[config.mk]
export PLATFORM = sky130hd
export DESIGN_NAME = snd_sequencer
export DESIGN_NICKNAME = d
export VERILOG_FILES = /design/src/rtl/snd_sequencer.sv
export SDC_FILE = /design/constraint.sdc
export NUM_CORES = 1
export LEC_CHECK = 0
export ABC_AREA = 1
export CORE_AREA = 2 2 200 202
export DETAILED_ROUTE_END_ITERATION = 7
export DIE_AREA = 0 0 202 204
export PLACE_DENSITY = 0.65
export SLEW_MARGIN = 20
export SYNTH_ARGS = -nofsm -noshare
export SYNTH_HDL_FRONTEND = slang
export SYNTH_SLANG_ARGS = --single-unit
[constraint.sdc]
create_clock -name clk -period 4.85 [get_ports clk]
set_clock_uncertainty 0.15 [all_clocks]
set_input_delay 0.97 -clock clk [delete_from_list [all_inputs] [get_ports clk]]
set_output_delay 0.97 -clock clk [all_outputs]
set_load 0.005 [all_outputs]
[src/rtl/snd_sequencer.sv]
// -----------------------------------------------------------------------------
// snd_sequencer
//
// Note sequencer for the I2S audio path. A small writable note table is stepped
// through once started. For each entry the sequencer drives the sound generator's
// volume and period for dur * TICKS_PER_UNIT frame ticks, then moves to the next
// entry, loops back to entry 0, or finishes.
//
// Table entry layout (25 bits):
//   [24] end   last note of the sequence
//   [23:16] dur  duration in units; 0 marks a stop entry
//   [15:12] vol  volume
//   [11:0]  period
//
// Ports:
//   clk          system clock
//   reset_n      asynchronous active-low reset
//   wr_en        note table write strobe
//   wr_addr      note table write address
//   wr_data      note table write data
//   start        pulse: (re)start playback at entry 0
//   stop         pulse: abort playback and silence (wins over start)
//   loop_en      level: restart at entry 0 at an end condition
//   tick         one pulse per audio frame
//   snd_vol      volume to the sound generator
//   snd_period   period to the sound generator
//   busy         high while not idle
//   note_idx     index of the note currently applied
//   note_strobe  one-cycle pulse when a new note is applied
//   done         one-cycle pulse on natural completion
// -----------------------------------------------------------------------------
module snd_sequencer #(
  parameter int ADDR_W         = 4,
  parameter int TICKS_PER_UNIT = 122
) (
  input  logic              clk,
  input  logic              reset_n,
  input  logic              wr_en,
  input  logic [ADDR_W-1:0] wr_addr,
  input  logic [24:0]       wr_data,
  input  logic              start,
  input  logic              stop,
  input  logic              loop_en,
  input  logic              tick,
  output logic [3:0]        snd_vol,
  output logic [11:0]       snd_period,
  output logic              busy,
  output logic [ADDR_W-1:0] note_idx,
  output logic              note_strobe,
  output logic              done
);

  localparam int          DEPTH      = 1 << ADDR_W;
  localparam logic [15:0] PRESC_LAST = 16'(TICKS_PER_UNIT - 1);

  typedef enum logic [1:0] {
    S_IDLE,
    S_FETCH,
    S_LOAD,
    S_PLAY
  } state_t;

  state_t            r_state,     w_state_nxt;
  logic [ADDR_W-1:0] r_idx,       w_idx_nxt;
  logic [7:0]        r_dur_rem,   w_dur_rem_nxt;
  logic [15:0]       r_presc,     w_presc_nxt;
  logic              r_end,       w_end_nxt;
  logic [3:0]        r_vol,       w_vol_nxt;
  logic [11:0]       r_period,    w_period_nxt;
  logic [ADDR_W-1:0] r_note_idx,  w_note_idx_nxt;
  logic              r_strobe,    w_strobe_nxt;
  logic              r_done,      w_done_nxt;

  logic [24:0]       r_mem [DEPTH];
  logic [24:0]       r_rd_data;

  logic              w_rd_end;
  logic [7:0]        w_rd_dur;
  logic [3:0]        w_rd_vol;
  logic [11:0]       w_rd_period;

  assign w_rd_end    = r_rd_data[24];
  assign w_rd_dur    = r_rd_data[23:16];
  assign w_rd_vol    = r_rd_data[15:12];
  assign w_rd_period = r_rd_data[11:0];

  // NOTE: the table and its read register carry no reset -- RAM contents are
  // undefined until written, and a reset here would prevent RAM inference.
  // The read register samples r_idx every cycle; its value is only consumed in
  // LOAD, one cycle after FETCH presented the index. A same-address write in
  // that cycle returns the old word because the array updates after the read.
  always_ff @(posedge clk) begin
    if (wr_en) begin
      r_mem[wr_addr] <= wr_data;
    end
    r_rd_data <= r_mem[r_idx];
  end

  // NOTE: every next-value signal gets its hold/idle default before the case
  // statement, so no path through this block leaves a signal unassigned and
  // no latch is inferred.
  always_comb begin
    w_state_nxt    = r_state;
    w_idx_nxt      = r_idx;
    w_dur_rem_nxt  = r_dur_rem;
    w_presc_nxt    = r_presc;
    w_end_nxt      = r_end;
    w_vol_nxt      = r_vol;
    w_period_nxt   = r_period;
    w_note_idx_nxt = r_note_idx;
    w_strobe_nxt   = 1'b0;
    w_done_nxt     = 1'b0;

    if (stop) begin
      // Abort: silence but keep period and note index for inspection.
      w_state_nxt = S_IDLE;
      w_vol_nxt   = 4'd0;
    end else if (start) begin
      // Start or restart from entry 0 regardless of the current state.
      w_state_nxt = S_FETCH;
      w_idx_nxt   = '0;
    end else begin
      case (r_state)
        S_IDLE: begin
          w_state_nxt = S_IDLE;
        end

        S_FETCH: begin
          w_state_nxt = S_LOAD;
        end

        S_LOAD: begin
          if (w_rd_dur != 8'd0) begin
            w_vol_nxt      = w_rd_vol;
            w_period_nxt   = w_rd_period;
            w_note_idx_nxt = r_idx;
            w_dur_rem_nxt  = w_rd_dur;
            w_end_nxt      = w_rd_end;
            w_presc_nxt    = 16'd0;
            w_strobe_nxt   = 1'b1;
            w_state_nxt    = S_PLAY;
          end else if (loop_en && (r_idx != '0)) begin
            // Stop marker while looping: back to the top. Excluding idx 0
            // keeps a stop marker in entry 0 from spinning forever.
            w_idx_nxt   = '0;
            w_state_nxt = S_FETCH;
          end else begin
            w_vol_nxt   = 4'd0;
            w_done_nxt  = 1'b1;
            w_state_nxt = S_IDLE;
          end
        end

        S_PLAY: begin
          if (tick) begin
            if (r_presc == PRESC_LAST) begin
              w_presc_nxt = 16'd0;
              if (r_dur_rem == 8'd1) begin
                if (!r_end) begin
                  w_idx_nxt   = r_idx + 1'b1;  // wraps at the table size
                  w_state_nxt = S_FETCH;
                end else if (loop_en) begin
                  w_idx_nxt   = '0;
                  w_state_nxt = S_FETCH;
                end else begin
                  w_vol_nxt   = 4'd0;
                  w_done_nxt  = 1'b1;
                  w_state_nxt = S_IDLE;
                end
              end else begin
                w_dur_rem_nxt = r_dur_rem - 8'd1;
              end
            end else begin
              w_presc_nxt = r_presc + 16'd1;
            end
          end
        end

        default: begin
          w_state_nxt = S_IDLE;
        end
      endcase
    end
  end

  always_ff @(posedge clk or negedge reset_n) begin
    if (!reset_n) begin
      r_state    <= S_IDLE;
      r_idx      <= '0;
      r_dur_rem  <= 8'd0;
      r_presc    <= 16'd0;
      r_end      <= 1'b0;
      r_vol      <= 4'd0;
      r_period   <= 12'd0;
      r_note_idx <= '0;
      r_strobe   <= 1'b0;
      r_done     <= 1'b0;
    end else begin
      r_state    <= w_state_nxt;
      r_idx      <= w_idx_nxt;
      r_dur_rem  <= w_dur_rem_nxt;
      r_presc    <= w_presc_nxt;
      r_end      <= w_end_nxt;
      r_vol      <= w_vol_nxt;
      r_period   <= w_period_nxt;
      r_note_idx <= w_note_idx_nxt;
      r_strobe   <= w_strobe_nxt;
      r_done     <= w_done_nxt;
    end
  end

  assign snd_vol     = r_vol;
  assign snd_period  = r_period;
  assign busy        = (r_state != S_IDLE);
  assign note_idx    = r_note_idx;
  assign note_strobe = r_strobe;
  assign done        = r_done;

endmodule

==> results of run 1 <==
-- cell families (layout without fill, tap and decap cells) --
| family | Yosys count | in the layout | synth area share |
|---|---|---|---|
| and+or+nand+nor | 637 | 637 | 0.137 |
| DFF | 478 | 478 | 0.720 |
| AOI/OAI and AO/OA | 346 | 346 | 0.101 |
| buffers and inverters | 143 | 214 | 0.0350 |
| adders and majority gates | 6 | 6 | 0.00391 |
| xor gates and xnor gates | 5 | 5 | 0.00228 |
| muxes | 1 | 1 | 0.000521 |
-- Yosys cell counts (3+ instances only) --
cell / n
nor2_4: 3
buf_1: 5
xor2_1: 4
inv_2: 5
buf_4: 4
o21ai_0: 207
nand3_2: 3
dfxtp_1: 25
nand3_1: 80
a21oi_1: 9
edfxtp_1: 400
o21ai_1: 21
nand2_1: 199
clkbuf_1: 46
nand4_1: 17
dfrtp_1: 53
o22ai_1: 51
buf_6: 13
buf_2: 19
nor2_1: 308
inv_1: 50
ha_1: 6
o211ai_1: 50
nor3_1: 18
-- per-stage QoR --
step	instances	worst slack, ns	utilization	total power [mW]	area (µm²)
finish	2212	1.95	0.556	8.99	21800
global route	2212	1.79	0.556	9.30	21800
CTS	2212	1.91	0.556	9.06	21800
detailed placement	2123	1.63	0.516	5.37	20200
global placement	2123	1.62	0.516	5.35	20200
floorplan	1616	2.04	-	5.08	19200
-- routing by layer --
| layer | share of wire | vias up |
|---|---|---|
| li1 | - | 5842 |
| met1 | 0.42 | 6137 |
| met2 | 0.47 | 485 |
| met3 | 0.072 | 83 |
| met4 | 0.034 | 0 |
| met5 | 0 | - |
-- final cells by class --
cell class / count / area (µm²) / share of cell area
flip-flops and latches: 478 / 13800 / 0.635
repair buffers: 69 / 683 / 0.0313
clock buffers: 63 / 1280 / 0.0587
multi-input cells: 995 / 4830 / 0.221
clock inverters: 26 / 294 / 0.0135
well taps: 525 / 657 / 0.0301
inverters: 56 / 215 / 0.00987
-- state kept, by name, indices dropped and copies added (netlist names), 4 cells and up --
| register | cells |
|---|---|
| note_idx | 4 |
| r_presc | 16 |
| r_mem | 400 |
| r_dur_rem | 8 |
| r_rd_data | 25 |
| r_idx | 4 |
| snd_vol | 4 |
| snd_period | 12 |
-- worst max path at each step --
stage / startpoint / to / slack (ns) / depth (start not counted)
after floorplan: wr_addr[2] / r_mem[10][0] / 2.04 / 2
final: r_state[1] / busy / 1.95 / 2
after detailed placement: wr_en / r_mem[13][16] / 1.63 / 3
after global routing: r_idx[0] / r_rd_data[14] / 1.79 / 6
after CTS: r_state[1] / busy / 1.91 / 2
after global placement: wr_en / r_mem[12][19] / 1.62 / 3
-- power breakdown --
part | internal (mW) | total (mW) | switching [mW]
clock | 2.14 | 3.71 | 1.57
combinational | 0.207 | 0.547 | 0.340
sequential | 4.63 | 4.74 | 0.111
total | 6.97 | 8.99 | 2.02
==> metrics.md, run 1 <==
| Metric | Value |
|---|---|
| CTS tree | done |
| Die height | 204 µm |
| Clock Sinks | 478 |
| Mapped Avg Cell Area | 11.9 µm² |
| Worst vdd ir | 0.000322 V |
| DRT antenna net count | 0 |
| Delay-heaviest family, CP | flip-flops |
| Synth area leaders | edfxtp_1 63%, dfrtp_1 6.9%, nor2_1 6.0% |
| Setup bufs post-CTS | 0 |
| Final WL | 46.6 mm |
| Worst Path Arrival | 1.78 ns |
| # resized after CTS | 0 |
| First-pass GRT wire length | 71.1 mm |
| Initial core utilization | 0.490 |
| Num rows | 73 |
| Mapped Nets | 1658 |
| Core box area | 39200 µm² |
| Pwr dens | 412 nW/µm² |
| RSZ-0062 raised after global routing | no |
| Max clock buf depth | 3 |
| Hpwl dp | 27.0 mm |
| GRT met1 Usage | 0.321 |
| PortBufs | 58 |
| Worst setup EP type | output pin |
| Largest net degree at the start of global routing | 108 |
| Busiest layer in global routing | met2 |
| Overflow after GRT | 0 |
| # nets final | 1691 |
| GR Util met3 | 0.0316 |
| Met2 GRT Util | 0.364 |
| Tightest Hold Check Type | input port to async pin |
| Ys flop type | edfxtp_1 |
| Clock Root Buffer | clkbuf_16 |
| Hold_ws | 0.262 ns |
| Seq cells post-synth | 478 |
| Share of cells above drive strength 1 | 0.0682 |
| Worst slew pin tran | 0.987 ns |
| Total track usage | 0.228 |
| Max Freq | 345 MHz |
| Count of pins over their slew limit | 0 |
| Clock latency on the worst-skew pair | 0.60 ns |
| Reg clk slew, reported paths | 0.06 ns |
| Max Cap Viol | 0 |
| Fillers | 3204 |
| Synth Warn # | 0 |
| Final hold vios | 0 |
| Htree depth | 2 |
| Initial antenna violation count | 0 |
| Synth cell types | 39 |
| Reg-to-reg setup timing slack | 1.98 ns |
| Crit-path cells | or2_2 > clkdlybuf4s50_1 |
| P_leak | 7.63 nW |
| Area Overhead vs Synth | 13.5% |
| Slowest CP cell | dfrtp_1 |
| Reg2reg start | r_idx[0] |
| Worst-path maximum fanout | 5 |
| Cell taking the most area after synthesis | edfxtp_1 |
| Crit start category | flop |
| Vias/cell | 5.67 |
| GPL Wtd Cong | 0.902 |
| Outcome | completed |
| Slew HR | 0.340 |
| # diodes | 0 |
| Die span in x | 202 µm |
| Initial DRC Count | 1167 |
| Final Cycle Share | 0.598 |
| Post-Syn Area | 19200 µm² |
| Commonest non-fill, non-tap cell in the layout | edfxtp_1 |
| # DRC | 0 |
| Setup TNS | 0 ns |
| Drt first pass iters | 5 |
| Fin crit period | 2.90 ns |
| Synth async-reset ratio | 0.111 |
| Vias | 12500 |
| Number of top-level pins | 59 |
| Avg WL per Cell | 21.1 µm |
| Post-synth top area share | 0.625 |
| Sequential element share of the synthesized area | 0.720 |
| CP max stage delay | 0.45 ns |
| Finish-stage setup viols | 0 |
| WS Path Type | flop to output pin |
| Cells after Synth | 1616 |
| CTS Hold Bufs | 0 |
| Worst r2r path cells | 6 |
| Most frequent cells in the layout | 400 x edfxtp_1, 291 x nor2_1, 207 x o21ai_0 |
| Die footprint | 41200 µm² |
| Req. time, crit path | 3.73 ns |
| Crit path buf inv count | 1 |
| TritonCTS buffer count | 49 |
| FF-to-FF End | r_rd_data[14] |
| EDFF count, synth | 400 |
| Vias in the first global route | 11800 |
Note: power is estimated with default switching activity, not from simulation.
==> inputs of run 2 (changes only) <==
--- a/config.mk
+++ b/config.mk
@@ -9,7 +9,7 @@
 export CORE_AREA = 2 2 200 202
 export DETAILED_ROUTE_END_ITERATION = 7
 export DIE_AREA = 0 0 202 204
-export PLACE_DENSITY = 0.65
+export PLACE_DENSITY = 0.68
 export SLEW_MARGIN = 20
 export SYNTH_ARGS = -nofsm -noshare
 export SYNTH_HDL_FRONTEND = slang
==> constraint.sdc (replaced) <==
create_clock -name clk -period 2.44 [get_ports clk]
set_clock_uncertainty 0.15 [all_clocks]
set_input_delay 0.488 -clock clk [delete_from_list [all_inputs] [get_ports clk]]
set_output_delay 0.488 -clock clk [all_outputs]
set_load 0.005 [all_outputs]
==> run 2 against run 1 <==
  * Register-to-register slack lost 1.7 ns
  * Highest routed layer unchanged
  * Sequential share of layout area fell by 1.9 points
  * Routed wire length down 4.0%
  * Total power increased by 97%
  * Global-route usage shrank 0.88 points
==> metrics.md, run 2 (synthesis results as in run 1) <==
| Metric | Value |
|---|---|
| Outcome | completed |
| Count of pins over their slew limit | 0 (unchanged) |
| FF-to-FF End | r_dur_rem[4] |
| Avg WL per Cell | 19.8 µm (-6.1%) |
| First-pass GRT wire length | 69.7 mm (-2.1%) |
| Fillers | 3029 (-5.5%) |
| Vias | 12800 (+1.8%) |
| Die height | 204 µm (unchanged) |
| Clock Sinks | 478 (unchanged) |
| Share of cells above drive strength 1 | 0.0991 (+0.0310) |
| Req. time, crit path | 1.80 ns (-1.93 ns) |
| Worst setup EP type | output pin |
| Worst vdd ir | 0.000620 V (+93%) |
| Largest net degree at the start of global routing | 75 (-31%) |
| Reg clk slew, reported paths | 0.06 ns (about the same) |
| Reg2reg start | r_state[1] |
| Overflow after GRT | 0 (unchanged) |
| Most frequent cells in the layout | 400 x edfxtp_1, 291 x nor2_1, 207 x o21ai_0 |
| PortBufs | 58 (unchanged) |
| Total track usage | 0.220 (-0.00878) |
| Vias/cell | 5.65 (-0.40%) |
| Worst-path maximum fanout | 4 (-1) |
| TritonCTS buffer count | 48 (-2.0%) |
| Reg-to-reg setup timing slack | 0.26 ns (-1.72 ns) |
| Final WL | 44.8 mm (-4.0%) |
| Fin crit period | 2.39 ns |
| Num rows | 73 (unchanged) |
| WS Path Type | flop to output pin |
| Critical path depth | 2 (unchanged) |
| Max FFs per register | 400 (unchanged) |
| Commonest non-fill, non-tap cell in the layout | edfxtp_1 |
| Worst hold stages | 2 |
| Hpwl dp | 26.9 mm (-0.25%) |
| Clock latency on the worst-skew pair | 0.59 ns (about the same) |
| Worst r2r path cells | 10 (+4) |
| Capture point of the critical path | busy |
| Number of top-level pins | 59 (unchanged) |
| Core box area | 39200 µm² (unchanged) |
| Initial antenna violation count | 0 (unchanged) |
| Max clock buf depth | 3 (unchanged) |
| RSZ-0062 raised after global routing | no |
| Final Cycle Share | 0.979 |
| Top Registers | r_mem x400, r_rd_data x25, r_presc x16 |
| GPL Wtd Cong | 0.851 (-5.6%) |
| Crit path buf inv count | 1 (unchanged) |
| CP max stage delay | 0.45 ns (about the same) |
| Slew HR | 0.496 (+0.156) |
| Final hold vios | 0 (unchanged) |
| Initial DRC Count | 1268 (+8.7%) |
| Delay-heaviest family, CP | flip-flops |
| Die footprint | 41200 µm² (unchanged) |
| Pwr dens | 787 nW/µm² (+91%) |
| Max Freq | 419 MHz |
| Initial core utilization | 0.490 (unchanged) |
| Tightest Hold Check Type | flop to flop |
| Drt first pass iters | 5 (unchanged) |
| Vias in the first global route | 12300 (+4.1%) |
| Area Overhead vs Synth | 17.0% |
| Worst slew pin tran | 0.754 ns (-0.233 ns) |
| Largest reg by FF count | r_mem |
| P_leak | 7.96 nW (+4.4%) |
| Worst Setup SP | r_state[0] |
| Crit start category | flop |
| # diodes | 0 (unchanged) |
| Slowest CP cell | dfrtp_2 |
| Htree depth | 2 (unchanged) |
| Max Cap Viol | 0 (unchanged) |
| Crit-path cells | or2_2 > clkdlybuf4s50_1 |
| Post-layout util | 0.574 (+0.0173) |
| CTS tree | done |
| Finish-stage setup viols | 0 (unchanged) |
| # DRC | 0 (unchanged) |
| Clock Root Buffer | clkbuf_16 |
| # nets final | 1738 (+2.8%) |
| Die span in x | 202 µm (unchanged) |
| Setup TNS | 0 ns (unchanged) |
| Worst Path Arrival | 1.75 ns (-0.03 ns) |
| DRT antenna net count | 0 (unchanged) |
run 2: through the flow:
| step | total power, mW | instances | hold slack (ns) | instance area, µm² | worst slack [ns] |
|---|---|---|---|---|---|
| after global routing | 18.3 | 2260 | 0.294 | 22500 | 0.00939 |
| final | 17.7 | 2260 | 0.282 | 22500 | 0.0517 |
| after global placement | 10.7 | 2169 | 0.269 | 20900 | 0.0857 |
| after floorplan | 10.1 | 1616 | 0.0424 | 19200 | 0.113 |
| after CTS | 17.8 | 2260 | 0.278 | 22500 | 0.0116 |
| after detailed placement | 10.7 | 2169 | 0.271 | 20900 | 0.0242 |
run 2: layer usage:
layer	GRT usage	vias to the layer above	routed length [µm]
met4	0.0675	0	913
met2	0.352	489	21300
met5	0	-	0
met3	0.0376	63	3470
li1	-	5941	-
met1	0.310	6275	19100
run 2: how the worst min path moves through the flow:
stage,start,end,slack [ns]
CTS,r_rd_data[8],snd_period[8],0.28
floorplan,reset_n,done,0.04
global placement,r_rd_data[6],snd_period[6],0.27
detailed placement,r_rd_data[6],snd_period[6],0.27
global route,r_rd_data[7],snd_period[7],0.29
finish,r_rd_data[8],snd_period[8],0.28
run 2: cell type report:
cell class	instances	area [µm²]	area share
inverters	56	213	0.00946
well taps	525	657	0.0292
flip-flops and latches	478	13800	0.616
clock inverters	28	255	0.0114
repair buffers	117	1380	0.0616
clock buffers	61	1300	0.0578
multi-input cells	995	4820	0.215
run 2: what timing repair did:
item / CTS / global route
buffers inserted: 1 / 0
gates resized for setup: 1 / 1
hold endpoints to repair: 21 / 0
endpoints found under the setup margin: 1 / 1
hold buffers: 1 / 0
run 2: worst reg2reg max path, stage by stage, from the launching register on:
cell and delay [ns]:
dfrtp_2 0.41, buf_4 0.15, nand2_2 0.07, inv_2 0.19
nand2_4 0.15, nand3_2 0.08, a21oi_2 0.26, nand3_2 0.28
inv_1 0.22, nand2_1 0.08, nand2_1 0.07
run 2: where the power goes:
group          switching [mW]  internal (mW)
sequential              0.216           9.19
clock                    3.05           4.11
combinational           0.674          0.447
==> inputs of run 3 (changes only) <==
==> config.mk (replaced) <==
export PLATFORM = sky130hd
export DESIGN_NAME = snd_sequencer
export DESIGN_NICKNAME = d
export VERILOG_FILES = /design/src/rtl/snd_sequencer.sv
export SDC_FILE = /design/constraint.sdc
export NUM_CORES = 1
export LEC_CHECK = 0
export ABC_AREA = 0
export CORE_AREA = 2 2 196 198
export DETAILED_ROUTE_END_ITERATION = 7
export DIE_AREA = 0 0 198 200
export PLACE_DENSITY = 0.68
export SYNTH_ARGS = -nofsm -noshare
export SYNTH_HDL_FRONTEND = slang
export SYNTH_SLANG_ARGS = --single-unit
==> run 3 against run 2 <==
  * Maximum frequency grew 4.1%
  * Global-route usage shrank 2.5 points
  * Worst hold slack lost 0.022 ns
  * Worst setup slack gained 0.094 ns
  * First-iteration DRC count shrank 42%
  * Final cell count shrank 31%
  * Routed wire length shrank 18%
  * Critical path depth grew 5
  * Register-to-register slack lost 0.11 ns
  * Combinational power shrank 42%
  * Critical path type is now flop to flop
  * Critical endpoint is now snd_vol[0]
  * Highest routed layer unchanged
==> metrics.md, run 3 <==
| Metric | Value |
|---|---|
| WS Path Type | flop to flop |
| Initial antenna violation count | 1 (+1) |
| Clock Sinks | 478 (unchanged) |
| Fin crit period | 2.29 ns (-0.0938 ns) |
| Count of pins over their slew limit | 0 (unchanged) |
| Post-Place Worst Slack | -0.0379 ns (-0.0621 ns) |
| Clock Root Buffer | clkbuf_16 |
| Cells after DPL | 1474 (-32%) |
| RSZ-0062 raised after global routing | no |
| Worst-path maximum fanout | 8 (+4) |
| GRT met1 Usage | 0.274 (-0.0356) |
| Initial core utilization | 0.493 (+0.00285) |
| Worst vdd ir | 0.000747 V (+20%) |
| # nets final | 1057 (-39%) |
| Setup TNS | 0 ns (unchanged) |
| First-pass GRT wire length | 56.3 mm (-19%) |
| Avg WL per Cell | 23.6 µm (+19%) |
| Final Cycle Share | 0.940 (-0.0384) |
| Synth cell types | 53 (+36%) |
| Synth async-reset ratio | 0.111 (unchanged) |
| XOR/XNOR Fraction of Synth Area | 0.00190 (-0.000380) |
| Hold_ws | 0.260 ns (-0.0224 ns) |
| Largest family of logic cells by synthesized area | multiplexers |
| Multiplexer share of the synthesized area | 0.164 (+0.164) |
| Max Freq | 436 MHz (+4.1%) |
| Final WL | 36.9 mm (-18%) |
| Crit-path cells | inv_1 > ha_1 > or3b_2 > a41oi_4 > o2111ai_4 > or2_0 > a21oi_1 |
| Tightest Hold Check Type | input port to async pin |
| Post-layout util | 0.589 (+0.0152) |
| Worst Setup SP | r_idx[0] |
| Worst slew pin tran | 0.665 ns (-0.0886 ns) |
| Htree depth | 2 (unchanged) |
| Seq cells post-synth | 478 (unchanged) |
| Cells after Synth | 888 (-45%) |
| Slowest CP cell | dfrtp_4 |
| Finish-stage setup viols | 0 (unchanged) |
| GPL Wtd Cong | 0.823 (-3.3%) |
| Clock latency on the worst-skew pair | 0.58 ns (about the same) |
| Commonest non-fill, non-tap cell in the layout | edfxtp_1 |
| Max FFs per register | 400 (unchanged) |
| Post-synth top area share | 0.651 (+0.0260) |
| Overflow after GRT | 0 (unchanged) |
| Synth area leaders | edfxtp_1 65%, mux4_2 15%, dfrtp_1 7.2% |
| PortBufs | 58 (unchanged) |
| CTS tree | done |
| Slew HR | 0.557 (+0.0607) |
| Non-Filler Instances | 1565 (-31%) |
| Delay-heaviest family, CP | simple AND/OR/NAND/NOR gates |
| Cell taking the most area after synthesis | edfxtp_1 |
| Met2 GRT Util | 0.318 (-0.0333) |
| # DRC | 0 (unchanged) |
| Sequential element share of the synthesized area | 0.750 (+0.0300) |
| P_leak | 7.06 nW (-11%) |
| Pwr dens | 774 nW/µm² (-1.6%) |
| Num rows | 71 (-2.7%) |
| Mapped Avg Cell Area | 20.8 µm² (+75%) |
| Post-route cell area | 22000 µm² (-2.0%) |
| Most frequent cell after synthesis | edfxtp_1 |
| Die height | 200 µm (-2.0%) |
| Total track usage | 0.195 (-0.0250) |
| Core box area | 37400 µm² (-4.6%) |
| Placed Instance Area | 20400 µm² (-2.5%) |
| Die span in x | 198 µm (-2.0%) |
| Final worst slack | 0.145 ns (+0.0938 ns) |
| Busiest layer in global routing | met2 |
| Largest reg by FF count | r_mem |
| DRT antenna net count | 0 (unchanged) |
| Vias/cell | 5.75 (+1.8%) |
| Vias | 9001 (-30%) |
| Worst setup EP type | flop |
| Share of cells above drive strength 1 | 0.306 (+0.207) |
| Crit start category | flop |
| Vias in the first global route | 9251 (-24%) |
| Initial DRC Count | 735 (-42%) |
| Reg clk slew, reported paths | 0.06 ns (about the same) |
| Outcome | completed |
| Hpwl dp | 21.3 mm (-21%) |
| Reg2reg start | r_idx[0] |
| Most frequent cells in the layout | 400 x edfxtp_1, 125 x mux4_2, 56 x clkdlybuf4s50_1 |
| Pwr Total | 17.1 mW (-3.6%) |
| Ys flop type | edfxtp_1 |
| Compound-Gate Fraction of Synth Area | 0.0246 (-0.0766) |
| GR Util met3 | 0.0341 (-0.00352) |
| Top Registers | r_mem x400, r_rd_data x25, r_presc x16 |
| Synth top cells by count | 400 x edfxtp_1, 125 x mux4_2, 53 x dfrtp_1, 30 x nor2_1, 25 x dfxtp_1 |
| CP max stage delay | 0.51 ns (+0.06 ns) |
| Drt first pass iters | 4 (-1) |
| Post-Synth Adder-Cell Area | 0.00407 (+0.000163) |
| TritonCTS buffer count | 48 (unchanged) |
| Final hold vios | 0 (unchanged) |
| EDFF count, synth | 400 (unchanged) |
| Simple-gate share of the synthesized area | 0.0404 (-0.0964) |
| Post-Syn Area | 18400 µm² (-4.0%) |
| Max clock buf depth | 3 (unchanged) |
| Synth Warn # | 0 (unchanged) |
| Mapped Nets | 930 (-44%) |
| Number of top-level pins | 59 (unchanged) |
| Worst Path Arrival | 2.64 ns (+0.89 ns) |
| Area Overhead vs Synth | 19.4% |
| Req. time, crit path | 2.79 ns (+0.99 ns) |
| Largest net degree at the start of global routing | 104 (+39%) |
| Max Cap Viol | 0 (unchanged) |
| Die footprint | 39600 µm² (-3.9%) |
| Crit path buf inv count | 1 (unchanged) |
-- run 3: metal layers --
metal,vias up,wire (µm)
li1,3935,-
met3,55,1800
met5,-,0
met4,0,711
met1,4775,16300
met2,236,18100
-- run 3: cells by family after synthesis --
family | count (synthesis)
AOI/OAI and AO/OA | 68
and+or+nand+nor | 134
muxes | 144
DFF | 478
xor gates and xnor gates | 4
adders and majority gates | 6
buffers and inverters | 54
-- run 3: worst paths after layout --
path                            endpoint  slack, ns  cells after the start
max                           snd_vol[0]       0.15                      7
min                        snd_period[0]       0.26                      2
max reg2reg                   snd_vol[0]       0.15                      7
min reg2reg                        r_end       0.31                      1
max in group asynchronous       r_idx[0]       1.28                      3
min in group clk                   r_end       0.31                      1
-- run 3: repair_timing --
item / CTS / global route
resized for setup: 4 / 11
setup buffers: 0 / 1
gates cloned: 0 / 0
pin swaps: 0 / 1
endpoints found under the hold margin: 13 / 0
endpoints found under the setup margin: 6 / 23
hold buffers: 1 / 0
-- run 3: where the power goes --
part / switching, mW / internal [mW] / total, mW / leakage (nW)
registers: 0.111 / 9.09 / 9.20 / 4.52
clock network: 2.99 / 4.21 / 7.20 / 0.754
logic: 0.331 / 0.321 / 0.652 / 1.78
total: 3.43 / 13.6 / 17.1 / 7.06
-- run 3: cell type report --
| type | count | area [µm²] |
|---|---|---|
| Antenna cell | 2 | 5.00 |
| Clock buffer | 59 | 1260 |
| Clock inverter | 28 | 273 |
| Fill cell | 2694 | 15400 |
| Inverter | 9 | 33.8 |
| Multi-Input combinational cell | 356 | 4560 |
| Sequential cell | 478 | 13900 |
| Tap cell | 511 | 639 |
| Timing Repair Buffer | 122 | 1400 |
-- run 3: worst register-to-register path, stage by stage (launching register included) --
cell and delay (ns):
dfrtp_4 0.51, inv_1 0.11, ha_1 0.15, or3b_2 0.49
a41oi_4 0.22, o2111ai_4 0.18, or2_0 0.27, a21oi_1 0.15
==> RTL change: new RTL, config.mk and constraints of run 3 <==
Register the input `wr_data` before use, with the module's reset. The logic sees it one clock later. The other inputs are not delayed to match.
--- a/src/rtl/snd_sequencer.sv
+++ b/src/rtl/snd_sequencer.sv
@@ -60,6 +60,16 @@
     S_PLAY
   } state_t;
 
+  logic [24:0] wr_data_q;
+
+  always_ff @(posedge clk or negedge reset_n) begin
+    if (!reset_n) begin
+      wr_data_q <= '0;
+    end else begin
+      wr_data_q <= wr_data;
+    end
+  end
+
   state_t            r_state,     w_state_nxt;
   logic [ADDR_W-1:0] r_idx,       w_idx_nxt;
   logic [7:0]        r_dur_rem,   w_dur_rem_nxt;
@@ -91,7 +101,7 @@
   // that cycle returns the old word because the array updates after the read.
   always_ff @(posedge clk) begin
     if (wr_en) begin
-      r_mem[wr_addr] <= wr_data;
+      r_mem[wr_addr] <= wr_data_q;
     end
     r_rd_data <= r_mem[r_idx];
   end
Function: changed (Yosys sat finds a counterexample within 4 cycles, from zero or initial values and one cycle with reset_n low).
==> RTL change against run 3 <==
- sequential cell count grew 25
- setup slack lost 0.035 ns
- sequential share of layout area grew 1.0 points
- sequential power grew 4.5%
- final area grew 2.8%
- total power grew 4.1%
- area after synthesis grew 3.1%
- register-to-register slack gained 0.02 ns
- wire length grew 2.3%
- combinational power grew 19%
- non-clock buffer count grew 8
- critical path type is now register to output port
- largest cell class unchanged
- largest power group unchanged
- highest routed layer unchanged
==> RTL change: results (changes against run 3) <==
Status
  • Status: complete, no violations

Pwr
  • Peak supply drop: 0.000693 V (-7.3%)
  • LEAKAGE: 7.41 nW (+5.1%)

STA
  • Final-report setup violation count: 0 (unchanged)
  • Final Hold Slack: 0.215 ns (-0.0453 ns)
  • Final Max Slew Viols: 0 (unchanged)
  • Final setup TNS: 0 ns (unchanged)
  • Measured slew at the worst slew-check pin: 0.599 ns (-0.0662 ns)

Synth
  • Register area share after synthesis: 76.1% (+1.0 points)
  • Synth Area in Adders: 0.395% (-0.012 points)
  • Post-synthesis cell type count: 61 (+15%)
  • Prevailing post-synth register cell: edfxtp_1
  • Top cells by count, synth: edfxtp_1 (400), mux4_2 (125), dfrtp_1 (78)
  • Async set or reset register ratio after synthesis: 15.5% (+4.4 points)
  • Synth area leaders: edfxtp_1 (63%), mux4_2 (15%), dfrtp_1 (10%), dfxtp_1 (2.6%), o21ai_0 (0.68%)
  • Synth Area per Inst: 20.9 µm² (+0.48%)
  • Multiplexer area fraction after synthesis: 15.9% (-0.54 points)
  • Synth Area in Compound Gates: 2.42% (-0.040 points)
  • Syn Nets: 953 (+2.5%)
  • Post-Synth XOR/XNOR Area: 0.276% (+0.086 points)

Setup path
  • Crit path DAT: 1.69 ns (-0.95 ns)
  • R2r worst-path depth: 3 (-4)
  • R2r endpoint: r_rd_data[4]
  • CP max FO: 2 (-6)
  • R2r setup slk: 0.17 ns (+0.02 ns)
  • Reg2reg start: r_idx[0]

Route
  • Routed len/inst: 23.6 µm (+0.22%)
  • DR iter-0 viols: 647 (-12%)
  • Vias: 9,075 (+0.82%)
  • First-pass detailed-route iteration total: 5 (+1)

Placed design
  • PortBufs: 58 (unchanged)
  • Hpwl dp: 22,900 µm (+7.5%)
  • Placer Congestion: 0.835 (+1.5%)
  • # placed instances: 1,506 (+2.2%)

Final layout
  • # fillers: 2,677 (-0.63%)
  • N_diodes: 0 (-2)
  • Layout cells sized above 1: 28.0% (-2.6 points)
  • Post-Layout Cell Count: 1,598 (+2.1%)
  • Largest regs: r_mem: 400 flops, r_rd_data: 25 flops, wr_data_q: 25 flops
  • Final #Nets: 1,091 (+3.2%)

Clock tree
  • CTS Buffer Depth: 3 (unchanged)
  • Clock Latency Late Sink: 0.56 ns (-0.02 ns)
  • Cts bufs inserted: 49 (+2.1%)
  • Clock tree root driver cell: clkbuf_16
  • Clock transition at path regs: 0.06 ns (about the same)

Worst hold path
  • Hold Path Depth: 1
  • Hold/Removal Path Class: input port to register

GRT
  • Initial antenna violation count: 0 (-1)
  • First-pass GRT wire length: 57,800 µm (+2.6%)
  • Global-route usage over all layers: 20.0% (+0.59 points)
  • Vias in the first global route: 9,426 (+1.9%)
  • Largest net degree at the start of global routing: 49 (-53%)
## RTL change: power by group
part	switching [mW]	internal (mW)	total, mW
Combinational	0.355	0.421	0.776
Sequential	0.179	9.43	9.61
Clock	3.02	4.35	7.37
Total	3.55	14.2	17.8
## RTL change: worst max-delay path, cell delays in order (launching register included)
cell	delay [ns]
dfrtp_2	0.40
or2_2	0.29
clkdlybuf4s50_1	0.44
## RTL change: routing by layer
layer | GRT usage (%) | wire (µm)
met1 | 26.9 | 16000
met5 | 0 | 0
met3 | 2.87 | 1440
met4 | 5.12 | 654
met2 | 35.0 | 19700
## RTL change: what timing repair did
action	4_1_cts	5_1_grt
hold endpoints to repair	30	0
resized for setup	2	0
buffers inserted	1	1
hold buffers	1	0
endpoints found under the setup margin	1	1
## RTL change: worst max path at each step
stage / startpoint / to / slack [ns]
CTS: r_state[0] / busy / 0.005
detailed placement: wr_en / r_mem[0][2] / -0.05
global placement: wr_en / r_mem[0][2] / -0.03
floorplan: wr_addr[2] / r_mem[1][0] / -0.22
global route: r_presc[1] / done / 0.02
finish: r_state[1] / busy / 0.11
## RTL change: cell type report
class	instances	area (µm²)	area share, %
Clock buffer	75	1430	6.33
Sequential cell	503	14500	63.9
Inverter	10	37.5	0.166
Tap cell	511	639	2.82
Multi-Input combinational cell	355	4450	19.6
Timing Repair Buffer	130	1470	6.50
Clock inverter	14	145	0.641
## RTL change: cells by family after synthesis
family / Yosys count
flip-flops: 503
multiplexers: 143
AND/OR/NAND/NOR: 128
AO/OA/AOI/OAI: 72
buffers and inverters: 53
XOR/XNOR: 6
adder cells (fa/ha/maj): 6
## RTL change: through the flow
stage / worst slack (ns) / instance area (µm²)
final: 0.110 / 22600
after floorplan: -0.223 / 19000
after detailed placement: -0.0461 / 21000
after global routing: 0.0246 / 22600
after CTS: 0.00526 / 22600
after global placement: -0.0339 / 21000
